<file path="config.mk">
export PLATFORM = sky130hd
export DESIGN_NAME = multdiv_ctrl
export DESIGN_NICKNAME = d
export VERILOG_FILES = /design/src/rtl/multdiv_ctrl.sv
export SDC_FILE = /design/constraint.sdc
export NUM_CORES = 1
export LEC_CHECK = 0
export ABC_AREA = 1
export CAP_MARGIN = 30
export CORE_MARGIN = 4
export CORE_UTILIZATION = 42
export CTS_BUF_LIST = sky130_fd_sc_hd__clkbuf_16
export DETAILED_ROUTE_END_ITERATION = 10
export PLACE_DENSITY = 0.8
export SLEW_MARGIN = 20
export SYNTH_ARGS = -nofsm -noshare
export SYNTH_HDL_FRONTEND = slang
export SYNTH_SLANG_ARGS = --single-unit
</file>
<file path="constraint.sdc">
create_clock -name clock -period 1.7 [get_ports clock]
set_clock_uncertainty 0.1 [all_clocks]
set_input_delay 0.34 -clock clock [delete_from_list [all_inputs] [get_ports clock]]
set_output_delay 0.34 -clock clock [all_outputs]
set_load 0.05 [all_outputs]
</file>
<file path="src/rtl/multdiv_ctrl.sv">
// Sequencer between execute and the multicycle multdiv unit: issues one start
// pulse per request, holds operands, and hands the result to writeback.
module multdiv_ctrl #(
    parameter int TIMEOUT = 40,
    parameter int CNT_W   = 6
) (
    input  logic        clock,
    input  logic        resetn,
    input  logic        req_valid,
    input  logic        req_op,
    input  logic [31:0] req_a,
    input  logic [31:0] req_b,
    input  logic [4:0]  req_rd,
    input  logic        flush,
    output logic        stall,
    output logic        busy,
    output logic [31:0] md_operandA,
    output logic [31:0] md_operandB,
    output logic        md_ctrl_MULT,
    output logic        md_ctrl_DIV,
    input  logic [31:0] md_result,
    input  logic        md_exception,
    input  logic        md_resultRDY,
    output logic        wb_valid,
    input  logic        wb_ready,
    output logic [4:0]  wb_rd,
    output logic [31:0] wb_data,
    output logic        wb_exception
);

    typedef enum logic [1:0] {
        IDLE  = 2'd0,
        START = 2'd1,
        RUN   = 2'd2,
        DONE  = 2'd3
    } state_t;

    state_t             state;
    state_t             state_nxt;
    logic               accept;
    logic               cnt_limit;
    logic               op_q;
    logic [31:0]        a_q;
    logic [31:0]        b_q;
    logic [4:0]         rd_q;
    logic [31:0]        res_q;
    logic               exc_q;
    logic [CNT_W-1:0]   cnt_q;

    // A finishing result in DONE can be retired and replaced in the same cycle.
    assign accept    = req_valid & ~flush &
                       ((state == IDLE) | ((state == DONE) & wb_ready));
    assign cnt_limit = (cnt_q == CNT_W'(TIMEOUT - 1));

    always_ff @(posedge clock or negedge resetn) begin
        if (!resetn) begin
            state <= IDLE;
        end else begin
            state <= state_nxt;
        end
    end

    always_comb begin
        state_nxt = state;
        case (state)
            IDLE: begin
                if (accept) begin
                    state_nxt = START;
                end
            end
            START: begin
                state_nxt = flush ? IDLE : RUN;
            end
            RUN: begin
                if (flush) begin
                    state_nxt = IDLE;
                end else if (md_resultRDY || cnt_limit) begin
                    state_nxt = DONE;
                end
            end
            DONE: begin
                if (flush) begin
                    state_nxt = IDLE;
                end else if (wb_ready) begin
                    state_nxt = accept ? START : IDLE;
                end
            end
            default: state_nxt = IDLE;
        endcase
    end

    always_comb begin
        stall        = 1'b0;
        busy         = 1'b0;
        md_ctrl_MULT = 1'b0;
        md_ctrl_DIV  = 1'b0;
        wb_valid     = 1'b0;
        wb_rd        = 5'd0;
        wb_data      = 32'd0;
        wb_exception = 1'b0;
        if (resetn) begin
            stall = req_valid & ~accept;
            busy  = (state != IDLE);
            if (state == START) begin
                md_ctrl_MULT = ~op_q;
                md_ctrl_DIV  = op_q;
            end
            if (state == DONE) begin
                wb_valid     = 1'b1;
                wb_rd        = rd_q;
                wb_data      = res_q;
                wb_exception = exc_q;
            end
        end
    end

    // Operands only move on accept, so the unit sees them stable for the whole op.
    always_ff @(posedge clock or negedge resetn) begin
        if (!resetn) begin
            op_q <= 1'b0;
            a_q  <= 32'd0;
            b_q  <= 32'd0;
            rd_q <= 5'd0;
        end else if (accept) begin
            op_q <= req_op;
            a_q  <= req_a;
            b_q  <= req_b;
            rd_q <= req_rd;
        end
    end

    assign md_operandA = a_q;
    assign md_operandB = b_q;

    // RDY beats the timeout when both land on the same RUN cycle.
    always_ff @(posedge clock or negedge resetn) begin
        if (!resetn) begin
            cnt_q <= '0;
            res_q <= 32'd0;
            exc_q <= 1'b0;
        end else begin
            if (state == START) begin
                cnt_q <= '0;
            end else if (state == RUN) begin
                cnt_q <= cnt_q + CNT_W'(1);
            end
            if ((state == RUN) && !flush) begin
                if (md_resultRDY) begin
                    res_q <= md_result;
                    exc_q <= md_exception;
                end else if (cnt_limit) begin
                    res_q <= 32'd0;
                    exc_q <= 1'b1;
                end
            end
        end
    end

endmodule

</file>
==> results of run 1 <==
## final cells by class
type | instances | area, sq um | area share
clock buffers | 9 | 225 | 0.0238
clock inverters | 7 | 72.6 | 0.00768
multi-input cells | 401 | 2460 | 0.261
repair buffers | 284 | 3500 | 0.371
well taps | 143 | 179 | 0.0189
inverters | 56 | 220 | 0.0233
flip-flops and latches | 111 | 2780 | 0.294
## worst max-delay path by stage
| stage | to | depth (start not counted) | from | slack (ns) |
|---|---|---|---|---|
| after floorplan | wb_data[0] | 4 | state[0] | -0.20 |
| after global placement | stall | 7 | req_valid | -0.11 |
| after detailed placement | stall | 7 | req_valid | -0.13 |
| after CTS | wb_data[18] | 6 | state[1] | -0.35 |
| after global routing | wb_data[22] | 6 | state[0] | -0.42 |
| final | wb_data[22] | 6 | state[0] | -0.37 |
## what timing repair did
item                                    4_1_cts  5_1_grt
cloned                                        5       11
pin swaps                                    15       43
gates resized for setup                      60      102
buffers inserted                             10       10
endpoints found under the setup margin      103      147
hold endpoints to repair                     21        0
hold buffers                                  1        0
## power by group through the flow
stage | clock network [mW] | registers (mW) | logic (mW)
3_5_place_dp | 0 | 4.71 | 8.01
3_3_place_gp | 0 | 4.67 | 7.79
6_report | 2.13 | 4.78 | 10.3
5_1_grt | 2.29 | 4.92 | 10.8
4_1_cts | 2.14 | 4.71 | 8.72
2_1_floorplan | 0 | 7.23 | 2.37
## worst max-delay path, stage by stage (launching register included)
cell and delay [ns]:
sky130_fd_sc_hd__dfrtp_2 0.42, sky130_fd_sc_hd__ha_4 0.21, sky130_fd_sc_hd__nand2_8 0.09, sky130_fd_sc_hd__buf_6 0.15, sky130_fd_sc_hd__buf_16 0.14, sky130_fd_sc_hd__nor2_4 0.12
sky130_fd_sc_hd__buf_12 0.15
## kinds of logic after synthesis
group,synth area share
and+or+nand+nor,0.324
DFF,0.567
buffers and inverters,0.0790
AOI/OAI and AO/OA,0.0143
adders and majority gates,0.0153
## state kept, by name, summed over array words and instances, names as in the netlist
register / count
cnt_q: 6
exc_q: 1
md_operandA: 32
md_operandB: 32
op_q: 1
rd_q: 5
res_q: 32
state: 2
## synth_stat cells
library cell	count	area share
sky130_fd_sc_hd__buf_4	5	0.0077
sky130_fd_sc_hd__nand2_1	216	0.17
sky130_fd_sc_hd__nor2_4	2	0.0046
sky130_fd_sc_hd__ha_1	6	0.015
sky130_fd_sc_hd__buf_1	3	0.0023
sky130_fd_sc_hd__inv_1	56	0.043
sky130_fd_sc_hd__clkbuf_1	10	0.0077
sky130_fd_sc_hd__nand3_1	105	0.11
sky130_fd_sc_hd__nor3_1	3	0.0031
sky130_fd_sc_hd__buf_2	18	0.018
sky130_fd_sc_hd__o21ai_1	1	0.0010
sky130_fd_sc_hd__o21ai_0	3	0.0031
sky130_fd_sc_hd__and3_1	1	0.0013
sky130_fd_sc_hd__nor3b_1	1	0.0015
sky130_fd_sc_hd__nor2_1	53	0.041
sky130_fd_sc_hd__dfrtp_1	111	0.57
sky130_fd_sc_hd__a21oi_1	10	0.010
## per-stage QoR
step,hold WS [ns],area [sq um],TNS [ns]
6_report,0.0747,9450,-19.62
5_1_grt,0.117,9450,-25.92
4_1_cts,0.0896,8670,-14.12
2_1_floorplan,-0.0556,5060,-5.88
3_3_place_gp,0.269,7900,-5.08
3_5_place_dp,0.282,7930,-8.52
## routing by layer
| layer | routed length [microns] | up-vias | track usage |
|---|---|---|---|
| li1 | - | 2388 | - |
| met1 | 7010 | 2585 | 0.288 |
| met2 | 10100 | 288 | 0.402 |
| met3 | 1400 | 42 | 0.0658 |
| met4 | 404 | 0 | 0.0704 |
| met5 | 0 | - | 0 |
==> reports/qor_table.md, run 1 <==
| Group | Parameter | Reported |
|:---|:---|:---|
| setup path | Flop2flop setup slack | -0.13 ns |
| final layout | Highest-count cells in the layout ignoring fill and taps | sky130_fd_sc_hd__nand2_1, sky130_fd_sc_hd__dfrtp_1, sky130_fd_sc_hd__clkdlybuf4s50_1, sky130_fd_sc_hd__buf_4, sky130_fd_sc_hd__buf_12 |
| drt | Count of vias placed by the detailed router | 5303 |
| grt | Maximum number of pins on one net before global-route repair | 56 |
| power | Sum of internal, switching and leakage power | 17.2 mW |
| flow run | Maximum capacitance violations | 0 |
| yosys | Number of storage elements in the synthesis netlist | 111 |
| placement | Post-detail-place hpwl | 10800 microns |
| timing | # setup viols final | 112 |
| die | Die area | 13400 sq um |
| placement | RD Place Congestion | 0.825 |
| setup path | Worst path arrival time | 1.63 ns |
| drt | 1st-iter DRT viols | 424 |
| cts | Source-to-sink clock delay at the later pin of the worst-skew pair | 0.34 ns |
| timing | Fmax | 482 MHz |
| die | Count of standard-cell rows | 39 |
| final layout | Antenna cells | 0 |
| placement | Post-place setup slack | -0.130 ns |
| drt | First drt pass iteration count | 5 |
| power | Sequential power share | 0.279 |
| power | Switching power of the nets | 8.16 mW |
| setup path | Sort of element at the end of the critical path | primary output |
| final layout | Filler instances | 602 |
| cts | Maximum clock path buffer count | 2 |
| cts | Sink count of the clock tree | 111 |
| drt | Antenna-violating nets left | 0 |
| power | Clock share of power | 0.124 |
| drt | Via density per instance | 5.25 |
| die | Die Y | 116 microns |
| cts | Clock root buffer | sky130_fd_sc_hd__clkbuf_16 |
| placement | Post-Place Cells | 961 |
| timing | Setup slack after layout | -0.374 ns |
| yosys | Count of distinct cell types in the synthesized netlist | 17 |
| power | Cell leakage power | 4.51 nW |
| setup path | Setup crit start kind | flop |
| grt | Total overflow reported by the global router | 0 |
| placement | Count of buffers inserted at the top-level ports | 215 |
| yosys | Warnings, synthesis | 0 |
| drt | Detailed Route WL | 18900 microns |
| timing | Max-slew violations | 0 |
| yosys | Netlist area before placement | 4900 sq um |
| status | Violations in the final reports | negative setup slack |
| die | Standard cell core area | 11400 sq um |
| drt | Average detailed-routed wire length per instance | 18.7 microns |
| final layout | Utilization after layout | 0.827 |
| status | Run status | complete, but fails checks |
| power | Pwr/cell area | 1820 nW/um^2 |
| cts | CTS tree | done |
| cts | Total CTS buffers | 9 |
| setup path | Number of cells traversed by the worst register-to-register path | 10 |
| final layout | Area growth from synthesis to layout | 92.9% |
| final layout | Share of post-route cells with drive strength above 1 | 0.370 |
| setup path | Worst r2r dst | md_operandB[23] |
| die | IO Count | 216 |
| grt | All-Layer GR Usage | 0.234 |
| timing | Slew margin rel. | 0.596 |
| hold path | Worst min path class | in -> async |
| cts | Count of H-tree levels built during CTS | 3 |
| final layout | Commonest non-fill, non-tap cell in the layout | sky130_fd_sc_hd__nand2_1 |
| grt | Wire length of the first global-routing pass | 24900 microns |
| yosys | Average cell area after synthesis | 8.11 sq um |
| final layout | Post-route insts no fill | 1011 |
| setup path | Critical-path maximum fanout | 5 |
| timing | Number of hold violations in the final report | 0 |
| grt | Via count of the first global-routing pass | 5058 |
| power | Worst vdd rail ir drop | 1.45 mV |
| grt | Number of antenna violations at the first check in global routing | 0 |
| cts | Clock slew at the register clock pins of the worst setup and hold paths | 0.08 ns |
| yosys | Synth Instances | 604 |
| setup path | Req. time, crit path | 1.26 ns |
| drt | DRC violations left | 0 |
| timing | Setup repair after global routing missed its margin | yes |
| power | Cell-internal power | 9.00 mW |
| power | Gate power share | 0.597 |
| setup path | Startpoint of the lowest-slack register-to-register path | state[0] |
| timing | Worst-margin pin slew | 0.606 ns |
| power | Switching Share | 0.476 |
| setup path | CP Class | reg -> out |
| die | Starting density of the core | 0.429 |
| die | Die Width | 116 microns |
| timing | Final critical-path required period | 2.07 ns |
| yosys | Synthesized net count | 719 |
| yosys | Register area share after synthesis | 0.567 |
| timing | Final clock period utilization by the worst path | 1.22 |
| final layout | Number of nets at the end of the flow | 978 |
(Power assumes the default switching activity.)
==> run 2, diff against run 1 <==
Settings changed: CTS_CLUSTER_SIZE set to 24, SLEW_MARGIN 20 to unset.
==> results of run 2 <==
The final DEF is identical to that of run 1; final timing and power are the same.
